## config.mk

```make
export PLATFORM = sky130hd
export DESIGN_NAME = soc_mem_arbiter_flat
export DESIGN_NICKNAME = d
export VERILOG_FILES = /design/src/rtl/soc_mem_arbiter_if.sv /design/src/rtl/soc_mem_arbiter.sv /design/src/flat_wrapper.sv
export SDC_FILE = /design/constraint.sdc
export NUM_CORES = 1
export LEC_CHECK = 0
export BUFFER_PORTS_ARGS = -buffer_cell sky130_fd_sc_hd__buf_2
export CAP_MARGIN = 20
export CELL_PAD_IN_SITES_DETAIL_PLACEMENT = 0
export CELL_PAD_IN_SITES_GLOBAL_PLACEMENT = 1
export CORE_ASPECT_RATIO = 0.6
export CORE_MARGIN = 1
export CORE_UTILIZATION = 17
export DETAILED_ROUTE_END_ITERATION = 12
export MAX_ROUTING_LAYER = met4
export PLACE_DENSITY = 0.84
export REMOVE_ABC_BUFFERS = 1
export SYNTH_ARGS = -nofsm -noshare
export SYNTH_HDL_FRONTEND = slang
export SYNTH_SLANG_ARGS = --single-unit
export TNS_END_PERCENT = 20
```

## constraint.sdc

```tcl
create_clock -name clk -period 5.48 [get_ports clk]
set_clock_uncertainty 0.15 [all_clocks]
set_input_delay 0.548 -clock clk [delete_from_list [all_inputs] [get_ports clk]]
set_output_delay 0.548 -clock clk [all_outputs]
set_load 0.05 [all_outputs]
```

## src/rtl/soc_mem_arbiter_if.sv

```systemverilog
// Bus bundle between two Avalon-MM style masters, the arbiter and the memory s1 port.
// The arbiter connects through the slave modport; the requester/memory side uses master.
interface soc_mem_arbiter_if #(
    parameter int ADDR_W = 16,
    parameter int DATA_W = 32
);
    localparam int BE_W = DATA_W / 8;

    logic [ADDR_W-1:0] m0_address;
    logic [BE_W-1:0]   m0_byteenable;
    logic              m0_read;
    logic              m0_write;
    logic [DATA_W-1:0] m0_writedata;
    logic              m0_lock;
    logic              m0_waitrequest;
    logic [DATA_W-1:0] m0_readdata;
    logic              m0_readdatavalid;

    logic [ADDR_W-1:0] m1_address;
    logic [BE_W-1:0]   m1_byteenable;
    logic              m1_read;
    logic              m1_write;
    logic [DATA_W-1:0] m1_writedata;
    logic              m1_lock;
    logic              m1_waitrequest;
    logic [DATA_W-1:0] m1_readdata;
    logic              m1_readdatavalid;

    logic [ADDR_W-1:0] mem_address;
    logic [BE_W-1:0]   mem_byteenable;
    logic              mem_chipselect;
    logic              mem_write;
    logic [DATA_W-1:0] mem_writedata;
    logic              mem_clken;
    logic [DATA_W-1:0] mem_readdata;

    modport slave (
        input  m0_address, m0_byteenable, m0_read, m0_write, m0_writedata, m0_lock,
        output m0_waitrequest, m0_readdata, m0_readdatavalid,
        input  m1_address, m1_byteenable, m1_read, m1_write, m1_writedata, m1_lock,
        output m1_waitrequest, m1_readdata, m1_readdatavalid,
        output mem_address, mem_byteenable, mem_chipselect, mem_write, mem_writedata,
        output mem_clken,
        input  mem_readdata
    );

    modport master (
        output m0_address, m0_byteenable, m0_read, m0_write, m0_writedata, m0_lock,
        input  m0_waitrequest, m0_readdata, m0_readdatavalid,
        output m1_address, m1_byteenable, m1_read, m1_write, m1_writedata, m1_lock,
        input  m1_waitrequest, m1_readdata, m1_readdatavalid,
        input  mem_address, mem_byteenable, mem_chipselect, mem_write, mem_writedata,
        input  mem_clken,
        output mem_readdata
    );
endinterface

```

## src/rtl/soc_mem_arbiter.sv

```systemverilog
// Two-master arbiter for the single-port on-chip memory: combinational grant with
// round-robin or fixed priority, lock hold-over, and 1-cycle read-return routing.
module soc_mem_arbiter #(
    parameter int ADDR_W = 16,
    parameter int DATA_W = 32,
    parameter bit RR_EN  = 1'b1
) (
    input  logic              clk,
    input  logic              reset,
    soc_mem_arbiter_if.slave  bus
);
    typedef enum logic {
        M0 = 1'b0,
        M1 = 1'b1
    } master_e;

    master_e prio_ptr;
    master_e lock_owner;
    master_e rd_tag;
    master_e winner;
    logic    lock_valid;
    logic    rd_pend;
    logic    req0;
    logic    req1;
    logic    grant;
    logic    win_read;
    logic    win_write;
    logic    win_lock;

    always_comb begin
        req0   = bus.m0_read | bus.m0_write;
        req1   = bus.m1_read | bus.m1_write;
        winner = M0;
        if (req0 && req1) begin
            if (lock_valid)
                winner = lock_owner;
            else if (RR_EN)
                winner = prio_ptr;
            else
                winner = M0;
        end else if (req1) begin
            winner = M1;
        end
        // Reset suppresses every grant so nothing is accepted while it is high.
        grant = ~reset & (req0 | req1);
    end

    always_comb begin
        win_write = (winner == M1) ? bus.m1_write : bus.m0_write;
        win_read  = ((winner == M1) ? bus.m1_read : bus.m0_read) & ~win_write;
        win_lock  = (winner == M1) ? bus.m1_lock : bus.m0_lock;
    end

    always_comb begin
        bus.mem_address    = (winner == M1) ? bus.m1_address    : bus.m0_address;
        bus.mem_byteenable = (winner == M1) ? bus.m1_byteenable : bus.m0_byteenable;
        bus.mem_writedata  = (winner == M1) ? bus.m1_writedata  : bus.m0_writedata;
        bus.mem_write      = grant & win_write;
        bus.mem_chipselect = grant;
        bus.mem_clken      = 1'b1;

        bus.m0_waitrequest = req0 & ~(grant & (winner == M0));
        bus.m1_waitrequest = req1 & ~(grant & (winner == M1));

        bus.m0_readdata      = bus.mem_readdata;
        bus.m1_readdata      = bus.mem_readdata;
        bus.m0_readdatavalid = rd_pend & (rd_tag == M0);
        bus.m1_readdatavalid = rd_pend & (rd_tag == M1);
    end

    always_ff @(posedge clk) begin
        if (reset) begin
            prio_ptr   <= M0;
            lock_valid <= 1'b0;
            lock_owner <= M0;
            rd_pend    <= 1'b0;
            rd_tag     <= M0;
        end else if (grant) begin
            prio_ptr   <= (winner == M0) ? M1 : M0;
            lock_valid <= win_lock;
            lock_owner <= winner;
            rd_pend    <= win_read;
            rd_tag     <= winner;
        end else begin
            lock_valid <= 1'b0;
            rd_pend    <= 1'b0;
        end
    end
endmodule

```

## src/flat_wrapper.sv

```systemverilog
// flat-port wrapper written by rule: the top's interface ports become plain ports
module soc_mem_arbiter_flat 
#(
    parameter int ADDR_W = 16,
    parameter int DATA_W = 32,
    parameter bit RR_EN  = 1'b1
)
  (clk, reset, bus_m0_address, bus_m0_byteenable, bus_m0_read, bus_m0_write, bus_m0_writedata, bus_m0_lock, bus_m0_waitrequest, bus_m0_readdata, bus_m0_readdatavalid, bus_m1_address, bus_m1_byteenable, bus_m1_read, bus_m1_write, bus_m1_writedata, bus_m1_lock, bus_m1_waitrequest, bus_m1_readdata, bus_m1_readdatavalid, bus_mem_address, bus_mem_byteenable, bus_mem_chipselect, bus_mem_write, bus_mem_writedata, bus_mem_clken, bus_mem_readdata);
  soc_mem_arbiter_if #(.ADDR_W(ADDR_W), .DATA_W(DATA_W)) bus_i ();
  input  logic clk;
  input  logic reset;
  input wire logic [$bits(bus_i.m0_address)-1:0] bus_m0_address;
  input wire logic [$bits(bus_i.m0_byteenable)-1:0] bus_m0_byteenable;
  input wire logic [$bits(bus_i.m0_read)-1:0] bus_m0_read;
  input wire logic [$bits(bus_i.m0_write)-1:0] bus_m0_write;
  input wire logic [$bits(bus_i.m0_writedata)-1:0] bus_m0_writedata;
  input wire logic [$bits(bus_i.m0_lock)-1:0] bus_m0_lock;
  output wire logic [$bits(bus_i.m0_waitrequest)-1:0] bus_m0_waitrequest;
  output wire logic [$bits(bus_i.m0_readdata)-1:0] bus_m0_readdata;
  output wire logic [$bits(bus_i.m0_readdatavalid)-1:0] bus_m0_readdatavalid;
  input wire logic [$bits(bus_i.m1_address)-1:0] bus_m1_address;
  input wire logic [$bits(bus_i.m1_byteenable)-1:0] bus_m1_byteenable;
  input wire logic [$bits(bus_i.m1_read)-1:0] bus_m1_read;
  input wire logic [$bits(bus_i.m1_write)-1:0] bus_m1_write;
  input wire logic [$bits(bus_i.m1_writedata)-1:0] bus_m1_writedata;
  input wire logic [$bits(bus_i.m1_lock)-1:0] bus_m1_lock;
  output wire logic [$bits(bus_i.m1_waitrequest)-1:0] bus_m1_waitrequest;
  output wire logic [$bits(bus_i.m1_readdata)-1:0] bus_m1_readdata;
  output wire logic [$bits(bus_i.m1_readdatavalid)-1:0] bus_m1_readdatavalid;
  output wire logic [$bits(bus_i.mem_address)-1:0] bus_mem_address;
  output wire logic [$bits(bus_i.mem_byteenable)-1:0] bus_mem_byteenable;
  output wire logic [$bits(bus_i.mem_chipselect)-1:0] bus_mem_chipselect;
  output wire logic [$bits(bus_i.mem_write)-1:0] bus_mem_write;
  output wire logic [$bits(bus_i.mem_writedata)-1:0] bus_mem_writedata;
  output wire logic [$bits(bus_i.mem_clken)-1:0] bus_mem_clken;
  input wire logic [$bits(bus_i.mem_readdata)-1:0] bus_mem_readdata;
  assign bus_i.m0_address = bus_m0_address;
  assign bus_i.m0_byteenable = bus_m0_byteenable;
  assign bus_i.m0_read = bus_m0_read;
  assign bus_i.m0_write = bus_m0_write;
  assign bus_i.m0_writedata = bus_m0_writedata;
  assign bus_i.m0_lock = bus_m0_lock;
  assign bus_m0_waitrequest = bus_i.m0_waitrequest;
  assign bus_m0_readdata = bus_i.m0_readdata;
  assign bus_m0_readdatavalid = bus_i.m0_readdatavalid;
  assign bus_i.m1_address = bus_m1_address;
  assign bus_i.m1_byteenable = bus_m1_byteenable;
  assign bus_i.m1_read = bus_m1_read;
  assign bus_i.m1_write = bus_m1_write;
  assign bus_i.m1_writedata = bus_m1_writedata;
  assign bus_i.m1_lock = bus_m1_lock;
  assign bus_m1_waitrequest = bus_i.m1_waitrequest;
  assign bus_m1_readdata = bus_i.m1_readdata;
  assign bus_m1_readdatavalid = bus_i.m1_readdatavalid;
  assign bus_mem_address = bus_i.mem_address;
  assign bus_mem_byteenable = bus_i.mem_byteenable;
  assign bus_mem_chipselect = bus_i.mem_chipselect;
  assign bus_mem_write = bus_i.mem_write;
  assign bus_mem_writedata = bus_i.mem_writedata;
  assign bus_mem_clken = bus_i.mem_clken;
  assign bus_i.mem_readdata = bus_mem_readdata;
  soc_mem_arbiter #(.ADDR_W(ADDR_W), .DATA_W(DATA_W), .RR_EN(RR_EN)) u_core (.clk(clk), .reset(reset), .bus(bus_i));
endmodule
```

==> metrics.md, run 1 <==
| Metric | Value |
|---|---|
| ANT nets after route | `0` |
| Vias in the first global route | `1290` |
| Root buffer cell | `clkbuf_16` |
| 1st-pass router iterations | `4` |
| Net Sw Frac | `0.512` |
| Worst slack, placed | `2220 ps` |
| Final WL | `6650 microns` |
| Status | `completed` |
| Mapped Area | `1490 sq um` |
| WL/cell | `18.0 microns` |
| GRT Resource Usage Total | `0.133` |
| Slew headroom | `0.567` |
| CP Max Fanout | `34` |
| Total CTS buffers | `3` |
| Later-pin clock latency in the skew report | `220 ps` |
| Fin cells | `370` |
| Main synth FF type | `dfxtp_1` |
| First-pass GRT wire length | `8100 microns` |
| Hold WC Path Type | `register to register` |
| Max-slew violation count | `0` |
| Hold_sp | `u_core.prio_ptr$_SDFFE_PP0P_` |
| R2R setup slack | `3770 ps` |
| Part of the power in the clock network | `0.222` |
| Fmax | `299 MHz` |
| RSZ-0062 raised after global routing | `false` |
| Pwr dens | `254 nW/um^2` |
| CTS sink count | `4` |
| Register area share after synthesis | `0.0538` |
| Async set-reset flop share out of synthesis | `0` |
| Clk buf depth | `2` |
| Required @ worst endpoint | `4780 ps` |
| P_int | `246 uW` |
| CTS tree | `yes` |
| Finished Cell Area | `1990 sq um` |
| CP Class | `register to output pin` |
| Area Overhead vs Synth | `33.7%` |
| Synth top area share | `0.328` |
| Static Leak | `0.00111 uW` |
| Count leader, synth | `buf_4` |
| Via/cell ratio | `4.18` |
| Placed Cells | `367` |
| Comb power frac | `0.710` |
| Post-DP Area | `1910 sq um` |
| Slack of the critical path | `2130 ps` |
| Final net count | `404` |
| NetSw | `259 uW` |
| Syn Inst Count | `156` |
| Final setup fails | `0` |
| CP endpoint kind | `output pin` |
| # IOs | `267` |
| Post-synth EDFFs | `0` |
| DP HPWL | `5590 microns` |
| Gr ovfl total | `0` |
| Cell taking the most area after synthesis | `buf_4` |
| Reg clk slew, reported paths | `30 ps` |
| Flop pwr share | `0.068` |
| Port bufs | `169` |
| RD Place Congestion | `0.739` |
| Antenna violations before repair | `0` |
| Post-synth top cells | `buf_4, mux2_2, mux2_4, a21oi_1, buf_8` |
| Synth area leaders | `buf_4, mux2_2, mux2_4` |
| Seq cells post-synth | `4` |
| Cell Rows | `26` |
| Reg area | `80.1 sq um` |
| Largest net degree at the start of global routing | `35` |
| DR vias | `1546` |
| H-tree lvl count | `1` |
| Endpoints failing hold | `0` |
| Synth cell types | `23` |
| Post_cts resized | `0` |
| Tmin final | `3350 ps` |
| CP Launch Type | `register` |
| Fillers | `922` |
| Die area | `9140 sq um` |
| Post-CTS Hold Fix Bufs | `0` |
| Core box area | `8490 sq um` |
| Postcts setup bufs | `0` |
| Crit Reg-Reg Startpoint | `u_core.lock_valid$_SDFF_PP0_` |
| Period Utilization, post-route | `0.610` |
| DR DRC count | `0` |
| # diodes | `0` |
| Avg Cell Area, Syn | `9.54 sq um` |
| Drt first-iter violations | `63` |
| Max-Cap Viols | `0` |
| Ratio of cells with drive above 1 in the final layout | `0.884` |
| Slew of the pin with the lowest slew margin | `646 ps` |
| WP data arrival | `2650 ps` |
| Origin of the worst setup path | `u_core.lock_valid$_SDFF_PP0_` |
| Initial Utilization | `0.175` |
| Fin Setup TNS | `0 ps` |
| Worst-case vdd ir drop | `0.0000956 V` |
| Die Ht | `74.5 microns` |
| Die width | `123 microns` |
| Multi-input combinational cell area | `830 sq um` |
| YS warnings | `0` |
-- per-layer routing --
metal  GRT usage  part of all wire
met2       0.134              0.37
met1       0.164              0.41
met4      0.0122                 0
met3       0.146              0.22
met5           -                 0
-- cell type report --
cell class	count	share of cell area
clock buffers	3	0.0377
multi-input cells	78	0.417
well taps	112	0.0704
inverters	3	0.00566
flip-flops and latches	4	0.0403
repair buffers	170	0.429
-- worst paths after layout --
kind	to	depth (start not counted)
setup / recovery	bus_mem_writedata[21]	5
hold / removal	u_core.prio_ptr$_SDFFE_PP0P_	1
setup reg to reg	u_core.prio_ptr$_SDFFE_PP0P_	3
hold reg to reg	u_core.prio_ptr$_SDFFE_PP0P_	1
-- worst max-delay path, cell delays in order, from the launching register on --
cell,delay [ps]
dfxtp_1,350
mux2_4,340
o21ai_4,520
buf_4,560
mux2_2,400
buf_2,210
-- placed cells by master, fill, tap and decap left out, types with 2 or more instances in the layout --
cell / Yosys / routed
clkbuf_16: 0 / 3
nor2b_1: 2 / 2
mux2_4: 19 / 19
o211ai_1: 2 / 2
inv_1: 3 / 3
mux2_2: 33 / 33
nor2_1: 4 / 4
a21oi_1: 5 / 5
dfxtp_1: 4 / 4
buf_2: 0 / 169
or2_2: 2 / 2
-- cells by family after synthesis --
kind of cell	synth area share
AOI/OAI and AO/OA	0.0648
and+or+nand+nor	0.0345
muxes	0.456
other	0.00252
DFF	0.0538
buffers and inverters	0.389
-- sequential cells by signal, indices dropped and copies added, names as in the netlist --
| name | flops |
|---|---|
| u_core.lock_valid | 1 |
| u_core.rd_pend | 1 |
| u_core.lock_owner | 1 |
| u_core.prio_ptr | 1 |
-- through the flow --
stage | total power (uW) | utilization | hold WS [ps]
3_5_place_dp | 393 | 0.225 | 430
3_3_place_gp | 390 | 0.225 | 394
6_report | 505 | 0.234 | 426
4_1_cts | 508 | 0.234 | 426
2_1_floorplan | 306 | - | 354
5_1_grt | 528 | 0.234 | 434
-- power by group through the flow --
stage	sequential, uW	combinational, uW	clock (uW)
floorplan	33.8	272	0
global placement	34.4	356	0
detailed placement	34.6	359	0
CTS	34.2	360	114
global route	34.4	378	116
finish	34.2	358	112
Power figures use the tool's default switching activity.
==> run 2, diff against run 1 <==
--- a/config.mk
+++ b/config.mk
@@ -5,16 +5,17 @@
 export SDC_FILE = /design/constraint.sdc
 export NUM_CORES = 1
 export LEC_CHECK = 0
+export ABC_AREA = 1
 export BUFFER_PORTS_ARGS = -buffer_cell sky130_fd_sc_hd__buf_2
 export CAP_MARGIN = 20
 export CELL_PAD_IN_SITES_DETAIL_PLACEMENT = 0
 export CELL_PAD_IN_SITES_GLOBAL_PLACEMENT = 1
 export CORE_ASPECT_RATIO = 0.6
 export CORE_MARGIN = 1
-export CORE_UTILIZATION = 17
+export CORE_UTILIZATION = 14
 export DETAILED_ROUTE_END_ITERATION = 12
 export MAX_ROUTING_LAYER = met4
-export PLACE_DENSITY = 0.84
+export PLACE_DENSITY = 0.77
 export REMOVE_ABC_BUFFERS = 1
 export SYNTH_ARGS = -nofsm -noshare
 export SYNTH_HDL_FRONTEND = slang
==> constraint.sdc (replaced) <==
create_clock -name clk -period 3.39 [get_ports clk]
set_clock_uncertainty 0.15 [all_clocks]
set_input_delay 0.339 -clock clk [delete_from_list [all_inputs] [get_ports clk]]
set_output_delay 0.339 -clock clk [all_outputs]
set_load 0.05 [all_outputs]
==> run 2 against run 1 <==
Against the previous run: worst hold slack worse by 280 ps; wire length is 15% higher; count of clock-buffer cells in the layout stayed put; combinational power is 87% higher; utilization is 3.3 points lower; final cell count is 38% higher; first-iteration DRC count is 79% higher; die area is 23% higher; largest cell class unchanged.
==> metrics.md, run 2 <==
| Metric | Value |
|---|---|
| Status | `completed` |
| Clk buf depth | `2 (unchanged)` |
| Synth top area share | `0.338 (+0.00974)` |
| 1st-pass router iterations | `4 (unchanged)` |
| Vias in the first global route | `1626 (+26%)` |
| Total CTS buffers | `3 (unchanged)` |
| DR vias | `2093 (+35%)` |
| Initial Utilization | `0.149 (-0.0264)` |
| Max-slew violation count | `0 (unchanged)` |
| CP Class | `register to output pin` |
| CP Max Fanout | `56 (+65%)` |
| Later-pin clock latency in the skew report | `220 ps (about the same)` |
| Comb power frac | `0.737 (+0.027)` |
| Post_cts resized | `0 (unchanged)` |
| DP HPWL | `5920 microns (+5.9%)` |
| Slew headroom | `0.603 (+0.0356)` |
| Die width | `136 microns (+11%)` |
| Fin cells | `510 (+38%)` |
| Placed Cells | `507 (+38%)` |
| Postcts setup bufs | `0 (unchanged)` |
| Origin of the worst setup path | `u_core.lock_owner$_SDFFE_PP0P_` |
| First-pass GRT wire length | `9540 microns (+18%)` |
| Most frequent cells in the layout | `buf_2, nand2_1, nand3_1` |
| Largest net degree at the start of global routing | `57 (+63%)` |
| Synth cell types | `15 (-35%)` |
| Static Leak | `0.00135 uW (+22%)` |
| YS warnings | `0 (unchanged)` |
| Count leader, synth | `nand2_1` |
| RD Place Congestion | `0.754 (+2.0%)` |
| Antenna violations before repair | `0 (unchanged)` |
| Cell taking the most area after synthesis | `buf_4` |
| Period Utilization, post-route | `0.692` |
| Via/cell ratio | `4.10 (-1.8%)` |
| Area Overhead vs Synth | `35.0%` |
| Net Sw Frac | `0.594 (+0.0820)` |
| WP data arrival | `1860 ps (-790 ps)` |
| RSZ-0062 raised after global routing | `false` |
| Final net count | `521 (+29%)` |
| Synth area leaders | `buf_4, nand2_1, nand3_1` |
| Fmax | `427 MHz` |
| Crit Reg-Reg Startpoint | `u_core.lock_owner$_SDFFE_PP0P_` |
| Hold_sp | `reset` |
| CP Launch Type | `register` |
| CTS sink count | `4 (unchanged)` |
| Tmin final | `2340 ps` |
| Flop pwr share | `0.061 (-0.007)` |
| Hold WC Path Type | `primary input to register` |
| Worst-case vdd ir drop | `0.000121 V (+26%)` |
| Critical R2R Capture | `u_core.rd_pend$_SDFF_PP0_` |
| Async set-reset flop share out of synthesis | `0 (unchanged)` |
| Post-CTS Hold Fix Bufs | `0 (unchanged)` |
| Main synth FF type | `dfxtp_1` |
| Worst Setup EP | `bus_mem_byteenable[2]` |
| Pwr dens | `444 nW/um^2 (+75%)` |
| # IOs | `267 (unchanged)` |
| Seq cells post-synth | `4 (unchanged)` |
| Final setup fails | `0 (unchanged)` |
| Mapped Area | `1510 sq um (+1.6%)` |
| Syn Inst Count | `282 (+81%)` |
| Cell Rows | `28 (+7.7%)` |
| WL/cell | `14.9 microns (-17%)` |
| Utilization after layout | `0.201 (-0.0334)` |
| DR DRC count | `0 (unchanged)` |
| Most common cell after layout, fill and taps aside | `buf_2` |
| Max-Cap Viols | `0 (unchanged)` |
| Endpoints failing hold | `0 (unchanged)` |
| Drt first-iter violations | `113 (+79%)` |
| Post-synth top cells | `nand2_1, buf_4, nand3_1, buf_2, inv_1` |
| GRT Resource Usage Total | `0.123 (-0.0102)` |
| CTS tree | `yes` |
| Register area share after synthesis | `0.0530 (-0.000847)` |
| Ratio of cells with drive above 1 in the final layout | `0.488 (-0.396)` |
| Die area | `11200 sq um (+23%)` |
| Part of the power in the clock network | `0.202 (-0.020)` |
| CP endpoint kind | `output pin` |
| ANT nets after route | `0 (unchanged)` |
| Avg Cell Area, Syn | `5.36 sq um (-44%)` |
| P_int | `368 uW (+49%)` |
| # diodes | `0 (unchanged)` |
| Post-synth EDFFs | `0 (unchanged)` |
| R2R setup slack | `1790 ps (-1980 ps)` |
| Root buffer cell | `clkbuf_16` |
| Cells on worst reg2reg path | `6 (+3)` |
| Die Ht | `82.5 microns (+11%)` |
| Gr ovfl total | `0 (unchanged)` |
| Reg clk slew, reported paths | `30 ps (about the same)` |
| Slew of the pin with the lowest slew margin | `595 ps (-51.0 ps)` |
| Core box area | `10200 sq um (+20%)` |
| Required @ worst endpoint | `2900 ps (-1880 ps)` |
| H-tree lvl count | `1 (unchanged)` |
| NetSw | `539 uW (+110%)` |
| Final WL | `7620 microns (+15%)` |
| Port bufs | `169 (unchanged)` |
==> run 2: changes by cell type after synthesis, moves of 2 or more <==
cell      previous run  this run
nand2_1              0       119
nand3_1              0        53
mux2_2              33         0
mux2_4              19         0
buf_2                0        11
inv_1                3         9
buf_8                5         0
buf_6                0         4
buf_4               65        68
inv_2                0         2
nor2_1               4         2
nor2b_1              2         0
o211ai_1             2         0
or2_2                2         0
==> run 2: cell type report <==
type                    count  area [sq um]
clock buffers               3          75.1
inverters                  11          41.3
well taps                 135           169
repair buffers            173           891
flip-flops and latches      4          80.1
fillers                  1162          8120
multi-input cells         184           785
==> run 2: stage by stage <==
step                      TNS [ps]  setup slack, ps  area [sq um]  total power, uW  hold WS [ps]
after CTS                        0             1030          2040              911           140
after global routing             0              848          2040              959           145
after floorplan               -897             -530           901              527           258
after global placement           0             1160          1970              722           319
final                            0             1050          2040              907           145
after detailed placement         0             1140          1970              725           328
==> run 2: power by group through the flow <==
stage,combinational (uW),clock (uW),sequential [uW]
6_report,668,183,55.3
4_1_cts,671,185,54.9
3_5_place_dp,670,0,55.5
5_1_grt,715,189,55.8
2_1_floorplan,473,0,54.8
3_3_place_gp,666,0,55.3
==> run 2: cells by family (layout without fill, tap and decap cells) <==
group	count (synthesis)	count (layout)	share of synthesized area
buffers and inverters	94	187	0.431
flip-flops	4	4	0.0530
other	1	1	0.00248
AND/OR/NAND/NOR	177	177	0.491
AO/OA/AOI/OAI	6	6	0.0223
==> run 2: worst min path at each step <==
| stage | endpoint | cells after the start |
|---|---|---|
| finish | u_core.lock_owner$_SDFFE_PP0P_ | 2 |
| global route | u_core.lock_owner$_SDFFE_PP0P_ | 2 |
| CTS | u_core.lock_owner$_SDFFE_PP0P_ | 2 |
| detailed placement | u_core.prio_ptr$_SDFFE_PP0P_ | 2 |
| global placement | u_core.prio_ptr$_SDFFE_PP0P_ | 2 |
| floorplan | u_core.lock_owner$_SDFFE_PP0P_ | 1 |
==> run 2: critical path, cell delays in order (launching register included) <==
cell and delay [ps]:
dfxtp_1 360, nand2_1 90, nand3_2 90, buf_4 500
nand3_1 200, nand2_1 120, buf_2 260
==> run 2: per-layer routing <==
layer  vias up  part of all wire  wire length [microns]  global-route usage
met1       881              0.38                   2870               0.123
met5         -                 0                      0                   -
met2       207              0.39                   3010               0.172
met4         0            0.0028                     21              0.0167
li1       1001                 -                      -                   -
met3         4              0.23                   1720               0.121
==> run 3, diff against run 2 <==
--- a/config.mk
+++ b/config.mk
@@ -5,17 +5,17 @@
 export SDC_FILE = /design/constraint.sdc
 export NUM_CORES = 1
 export LEC_CHECK = 0
-export ABC_AREA = 1
+export ABC_AREA = 0
 export BUFFER_PORTS_ARGS = -buffer_cell sky130_fd_sc_hd__buf_2
 export CAP_MARGIN = 20
 export CELL_PAD_IN_SITES_DETAIL_PLACEMENT = 0
 export CELL_PAD_IN_SITES_GLOBAL_PLACEMENT = 1
 export CORE_ASPECT_RATIO = 0.6
 export CORE_MARGIN = 1
-export CORE_UTILIZATION = 14
+export CORE_UTILIZATION = 16
 export DETAILED_ROUTE_END_ITERATION = 12
 export MAX_ROUTING_LAYER = met4
-export PLACE_DENSITY = 0.77
+export PLACE_DENSITY = 0.8
 export REMOVE_ABC_BUFFERS = 1
 export SYNTH_ARGS = -nofsm -noshare
 export SYNTH_HDL_FRONTEND = slang
==> constraint.sdc (replaced) <==
create_clock -name clk -period 2.45 [get_ports clk]
set_clock_uncertainty 0.15 [all_clocks]
set_input_delay 0.245 -clock clk [delete_from_list [all_inputs] [get_ports clk]]
set_output_delay 0.245 -clock clk [all_outputs]
set_load 0.05 [all_outputs]
==> run 3 against run 2 <==
Against the previous run: non-clock buffer count is 1 lower; power is 26% higher; sequential power is 39% higher; critical path depth is 1 lower.
==> metrics.md, run 3 (synthesized netlist as in run 1, its figures left out) <==
| Metric | Value |
|---|---|
| Status | `completed` |
| Max-slew violation count | `0 (unchanged)` |
| Reg area | `80.1 sq um (unchanged)` |
| Most common cell after layout, fill and taps aside | `buf_2` |
| DR vias | `1570 (-25%)` |
| Most frequent cells in the layout | `buf_2, mux2_2, mux2_4` |
| Via/cell ratio | `4.22 (+2.8%)` |
| Post-CTS Hold Fix Bufs | `0 (unchanged)` |
| Endpoints failing hold | `0 (unchanged)` |
| Pwr dens | `565 nW/um^2 (+27%)` |
| Antenna violations before repair | `0 (unchanged)` |
| CTS sink count | `4 (unchanged)` |
| DR DRC count | `0 (unchanged)` |
| Clk buf depth | `2 (unchanged)` |
| Die area | `9700 sq um (-14%)` |
| Max Used Layer | `met4` |
| Cells on worst reg2reg path | `3 (-3)` |
| Wire length on met2 | `2620 microns (-13%)` |
| Max-Cap Viols | `0 (unchanged)` |
| Drt first-iter violations | `42 (-63%)` |
| Fillers | `966 (-17%)` |
| GRT Resource Usage Total | `0.140 (+0.0176)` |
| Met3 WL | `1660 microns (-3.5%)` |
| First-pass GRT wire length | `9580 microns (+0.51%)` |
| WP data arrival | `1980 ps (+120 ps)` |
| Post-DP Area | `1940 sq um (-1.2%)` |
| Hold_sp | `reset` |
| CP Launch Type | `register` |
| Worst-case vdd ir drop | `0.000196 V (+62%)` |
| Finished Cell Area | `2020 sq um (-0.86%)` |
| Multi-input combinational cell area | `830 sq um (+5.7%)` |
| Root buffer cell | `clkbuf_16` |
| Placed Cells | `369 (-27%)` |
| WHS Path Cells | `2 (unchanged)` |
| Slack of the critical path | `77.1 ps (-968 ps)` |
| Vias in the first global route | `1482 (-8.9%)` |
| # diodes | `0 (unchanged)` |
| Initial Utilization | `0.170 (+0.0212)` |
| Die Ht | `76.7 microns (-7.0%)` |
| Fin cells | `372 (-27%)` |
| Port bufs | `169 (unchanged)` |
| Gr ovfl total | `0 (unchanged)` |
| # IOs | `267 (unchanged)` |
| Die width | `126 microns (-7.1%)` |
| DP HPWL | `5840 microns (-1.3%)` |
| CTS tree | `yes` |
| ANT nets after route | `0 (unchanged)` |
| Reg clk slew, reported paths | `30 ps (about the same)` |
| CP endpoint kind | `output pin` |
| Final setup fails | `0 (unchanged)` |
| Worst slack, placed | `310 ps (-827 ps)` |
| Core box area | `8750 sq um (-14%)` |
| RD Place Congestion | `0.805 (+6.7%)` |
| Hold WC Path Type | `primary input to register` |
| CP Max Fanout | `35 (-38%)` |
| Total CTS buffers | `3 (unchanged)` |
| Area Overhead vs Synth | `36.0%` |
| Final net count | `406 (-22%)` |
| Static Leak | `0.00113 uW (-16%)` |
| Crit Reg-Reg Startpoint | `u_core.lock_valid$_SDFF_PP0_` |
| WHS Endpoint | `u_core.lock_owner$_SDFFE_PP0P_` |
| Final WL | `6950 microns (-8.8%)` |
| 1st-pass router iterations | `4 (unchanged)` |
| RSZ-0062 raised after global routing | `false` |
| Largest net degree at the start of global routing | `36 (-37%)` |
| Metal-1 WL | `2660 microns (-7.1%)` |
| R2R setup slack | `910 ps (-880 ps)` |
| Fmax | `421 MHz` |
| Critical R2R Capture | `u_core.rd_pend$_SDFF_PP0_` |
| H-tree lvl count | `1 (unchanged)` |
| Cell Rows | `26 (-7.1%)` |
| WL/cell | `18.7 microns (+25%)` |
| Ratio of cells with drive above 1 in the final layout | `0.885 (+0.397)` |
| Required @ worst endpoint | `2060 ps (-840 ps)` |
| CP Class | `register to output pin` |
| Tmin final | `2370 ps` |
| Period Utilization, post-route | `0.969` |
| Later-pin clock latency in the skew report | `220 ps (about the same)` |
run 3: cell count changes in the layout (fill, tap and decap cells not counted), sizes merged, moves of 8 or more:
cell and delta:
inv -8, mux2 +53, nand2 -120, nand3 -54
run 3: worst max path at each step:
stage / from / end / slack [ps] / cells past startpoint
after floorplan: u_core.lock_valid$_SDFF_PP0_ / bus_m0_waitrequest / -340 / 3
after global placement: u_core.lock_valid$_SDFF_PP0_ / bus_mem_writedata[24] / 370 / 5
after detailed placement: u_core.lock_valid$_SDFF_PP0_ / bus_mem_writedata[24] / 310 / 5
after CTS: u_core.lock_valid$_SDFF_PP0_ / bus_mem_writedata[24] / 60 / 5
after global routing: u_core.lock_valid$_SDFF_PP0_ / bus_mem_writedata[24] / 2 / 5
final: u_core.lock_valid$_SDFF_PP0_ / bus_mem_address[2] / 80 / 5
run 3: final cells by class:
cell class	count	area share
flip-flops and latches	4	0.0396
inverters	3	0.00557
clock buffers	3	0.0371
multi-input cells	78	0.410
repair buffers	172	0.438
well taps	112	0.0693
run 3: layer usage:
metal	global-route usage	vias up
met5	-	-
met4	0.0108	0
met3	0.161	2
met2	0.166	171
met1	0.153	716
li1	-	681
run 3: power breakdown:
part           internal [uW]  switching (uW)  leakage (uW)
registers               71.4            5.57     0.0000332
logic                    282             529       0.00106
clock network            209            46.8     0.0000370
total                    562             581       0.00113
run 3: timing repair:
action / 4_1_cts / 5_1_grt
endpoints found under the setup margin: 0 / 2
setup buffers: 0 / 0
gates resized for setup: 0 / 3
run 3: critical path, cell delays in order, from the launching register on:
cell and delay [ps]:
dfxtp_1 370, mux2_4 350, o21ai_4 180, buf_12 250
mux2_2 370, buf_2 210
run 3: per-stage QoR:
step / hold WS (ps) / utilization / TNS, ps / power (uW)
after global routing: 152 / 0.231 / 0 / 1200
final: 141 / 0.231 / 0 / 1140
after global placement: 341 / 0.222 / 0 / 881
after floorplan: 164 / - / -10930 / 684
after detailed placement: 341 / 0.222 / 0 / 889
after CTS: 132 / 0.230 / 0 / 1150
